### config.mk
export PLATFORM = sky130hd
export DESIGN_NAME = fadd_result_wb_flat
export DESIGN_NICKNAME = d
export VERILOG_FILES = /design/src/rtl/fadd_result_wb_if.sv /design/src/rtl/fadd_result_wb.sv /design/src/flat_wrapper.sv
export SDC_FILE = /design/constraint.sdc
export NUM_CORES = 1
export LEC_CHECK = 0
export ABC_CLOCK_PERIOD_IN_PS = 4500
export BUFFER_PORTS_ARGS = -buffer_cell sky130_fd_sc_hd__buf_2
export CAP_MARGIN = 10
export CORE_MARGIN = 3
export CORE_UTILIZATION = 45
export CTS_BUF_LIST = sky130_fd_sc_hd__clkbuf_4 sky130_fd_sc_hd__clkbuf_8 sky130_fd_sc_hd__clkbuf_16
export CTS_CLUSTER_SIZE = 30
export DETAILED_ROUTE_END_ITERATION = 8
export PLACE_DENSITY = 0.65
export SYNTH_ARGS = -nofsm -noshare
export SYNTH_HDL_FRONTEND = slang
export SYNTH_SLANG_ARGS = --single-unit
export TNS_END_PERCENT = 20
### constraint.sdc
create_clock -name clk -period 4.5 [get_ports clk]
set_clock_uncertainty 0.2 [all_clocks]
set_input_delay 0.45 -clock clk [delete_from_list [all_inputs] [get_ports clk]]
set_output_delay 0.45 -clock clk [all_outputs]
set_load 0.02 [all_outputs]
### src/rtl/fadd_result_wb_if.sv
// Valid/ready bus between the FP adder, the writeback FIFO and the commit consumer.
// The slave modport is the writeback stage. The master modport is the adder plus the consumer.
interface fadd_result_wb_if;
    logic        in_valid;
    logic        in_ready;
    logic [31:0] in_result;
    logic [4:0]  in_flags;
    logic        in_mode_fp;
    logic        out_valid;
    logic        out_ready;
    logic [31:0] out_result;
    logic [4:0]  out_flags;
    logic        out_mode_fp;

    modport slave (
        input  in_valid, in_result, in_flags, in_mode_fp, out_ready,
        output in_ready, out_valid, out_result, out_flags, out_mode_fp
    );

    modport master (
        output in_valid, in_result, in_flags, in_mode_fp, out_ready,
        input  in_ready, out_valid, out_result, out_flags, out_mode_fp
    );
endinterface

### src/rtl/fadd_result_wb.sv
// FP adder writeback: a small result/flags FIFO with a sticky accumulated-flags register.
// The accumulator is built only when FADD_WB_FLAG_ACC_EN is defined; otherwise acc_flags reads 0.
module fadd_result_wb #(
    parameter  int DEPTH = 4,
    localparam int AW    = $clog2(DEPTH)
) (
    input  logic                clk,
    input  logic                rst_n,
    fadd_result_wb_if.slave     bus,
    output logic [AW:0]         count,
    input  logic                flag_clr,
    output logic [4:0]          acc_flags
);

    typedef struct packed {
        logic        mode_fp;
        logic [4:0]  flags;
        logic [31:0] result;
    } entry_t;

    entry_t          mem [DEPTH];
    entry_t          in_entry;
    entry_t          head;
    logic [AW-1:0]   wr_ptr;
    logic [AW-1:0]   rd_ptr;
    logic            full;
    logic            empty;
    logic            push;
    logic            pop;

    // Full and empty come from the occupancy count, so wr_ptr == rd_ptr is never ambiguous.
    assign full  = (count == (AW+1)'(DEPTH));
    assign empty = (count == '0);
    assign push  = bus.in_valid & ~full;
    assign pop   = ~empty & bus.out_ready;

    // NOTE: every output of a combinational block gets a default first, so no path can infer a latch.
    always_comb begin
        in_entry         = '0;
        in_entry.mode_fp = bus.in_mode_fp;
        in_entry.flags   = bus.in_flags;
        in_entry.result  = bus.in_mode_fp ? bus.in_result : {16'h0, bus.in_result[15:0]};
    end

    // NOTE: sequential state uses non-blocking assignments, so every register samples pre-edge values.
    always_ff @(posedge clk or negedge rst_n) begin
        if (!rst_n) begin
            wr_ptr <= '0;
            rd_ptr <= '0;
            count  <= '0;
        end else begin
            if (push) wr_ptr <= wr_ptr + AW'(1);
            if (pop)  rd_ptr <= rd_ptr + AW'(1);
            if (push && !pop)      count <= count + (AW+1)'(1);
            else if (pop && !push) count <= count - (AW+1)'(1);
        end
    end

    // NOTE: storage has no reset; the pointers and count decide which entries are live.
    always_ff @(posedge clk) begin
        if (push) mem[wr_ptr] <= in_entry;
    end

    assign head            = mem[rd_ptr];
    assign bus.in_ready    = ~full;
    assign bus.out_valid   = ~empty;
    assign bus.out_result  = empty ? 32'h0 : head.result;
    assign bus.out_flags   = empty ? 5'h0  : head.flags;
    assign bus.out_mode_fp = empty ? 1'b0  : head.mode_fp;

`ifdef FADD_WB_FLAG_ACC_EN
    // Flags are committed at pop. A clear in the same cycle is applied before the OR.
    always_ff @(posedge clk or negedge rst_n) begin
        if (!rst_n) begin
            acc_flags <= '0;
        end else if (pop) begin
            acc_flags <= (flag_clr ? 5'h0 : acc_flags) | bus.out_flags;
        end else if (flag_clr) begin
            acc_flags <= '0;
        end
    end
`else
    logic unused_flag_clr;
    assign unused_flag_clr = flag_clr;
    assign acc_flags       = '0;
`endif

endmodule
### src/flat_wrapper.sv
// flat-port wrapper written by rule: the top's interface ports become plain ports
module fadd_result_wb_flat 
#(
    parameter  int DEPTH = 4,
    localparam int AW    = $clog2(DEPTH)
)
  (clk, rst_n, count, flag_clr, acc_flags, bus_in_valid, bus_in_result, bus_in_flags, bus_in_mode_fp, bus_out_ready, bus_in_ready, bus_out_valid, bus_out_result, bus_out_flags, bus_out_mode_fp);
  fadd_result_wb_if bus_i ();
  input  logic clk;
  input  logic rst_n;
  output logic [AW:0] count;
  input  logic flag_clr;
  output logic [4:0] acc_flags;
  input wire logic [$bits(bus_i.in_valid)-1:0] bus_in_valid;
  input wire logic [$bits(bus_i.in_result)-1:0] bus_in_result;
  input wire logic [$bits(bus_i.in_flags)-1:0] bus_in_flags;
  input wire logic [$bits(bus_i.in_mode_fp)-1:0] bus_in_mode_fp;
  input wire logic [$bits(bus_i.out_ready)-1:0] bus_out_ready;
  output wire logic [$bits(bus_i.in_ready)-1:0] bus_in_ready;
  output wire logic [$bits(bus_i.out_valid)-1:0] bus_out_valid;
  output wire logic [$bits(bus_i.out_result)-1:0] bus_out_result;
  output wire logic [$bits(bus_i.out_flags)-1:0] bus_out_flags;
  output wire logic [$bits(bus_i.out_mode_fp)-1:0] bus_out_mode_fp;
  assign bus_i.in_valid = bus_in_valid;
  assign bus_i.in_result = bus_in_result;
  assign bus_i.in_flags = bus_in_flags;
  assign bus_i.in_mode_fp = bus_in_mode_fp;
  assign bus_i.out_ready = bus_out_ready;
  assign bus_in_ready = bus_i.in_ready;
  assign bus_out_valid = bus_i.out_valid;
  assign bus_out_result = bus_i.out_result;
  assign bus_out_flags = bus_i.out_flags;
  assign bus_out_mode_fp = bus_i.out_mode_fp;
  fadd_result_wb #(.DEPTH(DEPTH)) u_core (.clk(clk), .rst_n(rst_n), .bus(bus_i), .count(count), .flag_clr(flag_clr), .acc_flags(acc_flags));
endmodule
==> reports/qor.yml <==
sta:
  tightest_slew_ns: 1.077
  hold_ws_ns: 0.04182
  period_minus_slack_ns: 3.008
  max_clock_freq_ghz: 0.3325
  setup_violations: 0
  rsz0062_at_grt: "false"
  maxSlewHeadroom_pct: 28.20
  slew_violations: 0
  min_period_over_period_pct: 66.83
  hold_viol: 0
  fin_setup_tns_ns: 0
critical_path:
  r2r_slack_ns: 1.91
  crit_slowest_cell: "buf_4"
  worstPathArrival_ns: 2.36
  rr_worst_depth: 9
  crit_type: "reg -> out"
  worst_ep_required_time_ns: 3.85
  cp_max_fo: 40
  r2r_end: "u_core.count[2]$_DFFE_PN0P_"
  cp_slowest_stage_delay_ns: 0.64
  end_kind: "output port"
  startpoint: "u_core.rd_ptr[0]$_DFFE_PN0P_"
  crit_end: "bus_out_result[20]"
  r2r_start: "u_core.count[2]$_DFFE_PN0P_"
  startpoint_type: "flip-flop"
  path_cells: "buf_4 -> mux4_2 -> and2_1 -> buf_2"
routing:
  wl_per_cell_um: 18.99
  wirelength_mm: 11.00
  drc: 0
  vias_per_cell: 5.078
  drtIter0Drc: 145
  via_count: 2940
  first_pass_iters: 4
  ant_nets: 0
job:
  cap_violations: 0
clock_network:
  insertion_delay_ns: 0.42
  clockRootBuffer: "clkbuf_16"
  clk_pin_slew_ns: 0.06
  htree_levels: 4
  cts_buffers: 17
  cts.sinks: 159
  cts_buffer_depth: 2
  cts_tree: "yes"
  post_cts_buffers: 0
place:
  dp_cells: 546
  io_buffers: 84
  dp_hpwl_mm: 6.043
  place_congestion: 0.7007
layout:
  syn2layout_area_growth_pct: 17.73
  nFillCells: 1042
  diodes: 0
  drive_gt1_share_pct: 40.94
  final_cells: 579
  layout_commonest_cell: "edfxtp_1"
  nets: 439
  final_cell_mix: "edfxtp_1, buf_2, and2_1"
floorplan:
  coreArea_sq_um: 13510
  initial_utilization_pct: 46.92
  die_w_um: 124.7
  rows: 42
  pin_count: 91
  die_area_sq_um: 15540
  die_h_um: 124.7
power_and_ir_drop:
  vdd.ir_drop.worst_mv: 0.4171
  power_mw: 5.331
  power_density_nw_per_um2: 714.5
  leakagePower_nw: 2.649
logic_synthesis:
  postSynth.asyncResetShare_pct: 4.403
  ys_types: 21
  postSynthAreaPerCell_sq_um: 21.20
  syn_inst: 299
  netlist_area_sq_um: 6337
  synthFlopType: "edfxtp_1"
  synth-edff-count: 152
  synth-seq-cells: 159
  yosysWarnings: 0
  ys_seq_area_share_pct: 74.79
grt:
  grt_pass1_wl_mm: 17.39
  antenna_found_initial: 0
  grt_max_degree: 42
  grt_overflow: 0
  grt_usage_pct: 15.16
  grt_pass1_vias: 3199
run_status:
  status: "completed"
worst_hold_path:
  min_path_type: "in -> reg"
## state kept, by name (all words and copies together) (netlist names)
signal and count:
u_core.rd_ptr 2, u_core.wr_ptr 2, u_core.count 3, u_core.mem 152
## repair_timing
action	in CTS	in global routing
gates resized for setup	0	0
endpoints found under the setup margin	0	0
hold endpoints to repair	7	0
hold buffers	1	0
## stage by stage
step                setup slack (ns)  utilization [%]  instance area [sq um]
floorplan                      2.048                -                   6352
global placement               1.876            50.69                   6847
detailed placement             1.855            50.69                   6847
CTS                            1.396            55.24                   7461
global route                   1.327            55.24                   7461
finish                         1.492            55.24                   7461
## where the power goes
group | switching [mW] | internal [mW]
registers | 0.159 | 1.97
logic | 0.994 | 0.774
clock network | 0.520 | 0.910
total | 1.67 | 3.66
## worst max-delay path, delay by kind of cell (launching register included)
family | cells | cell delay [ns]
buffers and inverters | 2 | 0.80
muxes | 1 | 0.60
DFF | 1 | 0.34
and+or+nand+nor | 1 | 0.18
## cells by family after synthesis
kind of cell	Yosys count	share of synthesized area, %
muxes	40	13.86
other	1	0.05917
AOI/OAI and AO/OA	1	0.1777
buffers and inverters	22	2.843
and+or+nand+nor	64	6.140
adders and majority gates	6	1.303
xor gates and xnor gates	6	0.8292
DFF	159	74.79
## layout make-up
type	instances	area, sq um	share of cell area [%]
Sequential cell	159	4742	63.56
Tap cell	176	220.2	2.952
Clock buffer	26	524.3	7.027
Multi-Input combinational cell	122	1438	19.27
Timing Repair Buffer	87	445.4	5.970
Inverter	3	11.26	0.1509
Clock inverter	6	80.08	1.073
## layer usage
metal	global-route usage, %	routed length (um)	vias to the layer above
met2	24.68	5488	81
met1	18.46	4704	1495
met4	6.383	188	0
li1	-	-	1349
met5	0	0	-
met3	5.360	614	15
## cells in the mapped netlist (all sizes together), types with 2 or more instances
cell	instances	share of area, %
and2	58	5.7
buf	13	2.3
clkbuf	6	0.36
dfrtp	7	2.8
edfxtp	152	72
ha	5	0.99
inv	3	0.18
mux2	2	0.36
mux4	38	14
nand2	2	0.12
nor2	2	0.12
xnor2	4	0.55
xor2	2	0.28
## worst min path at each step
| stage | startpoint | end | depth (start not counted) |
|---|---|---|---|
| floorplan | rst_n | u_core.count[0]$_DFFE_PN0P_ | 0 |
| global placement | rst_n | u_core.count[2]$_DFFE_PN0P_ | 1 |
| detailed placement | rst_n | u_core.count[2]$_DFFE_PN0P_ | 1 |
| CTS | bus_in_result[6] | u_core.mem[2][6]$_DFFE_PP_ | 1 |
| global route | bus_in_result[5] | u_core.mem[2][5]$_DFFE_PP_ | 1 |
| finish | bus_in_flags[3] | u_core.mem[0][35]$_DFFE_PP_ | 1 |
No activity file was read; power rests on OpenSTA's default activity.
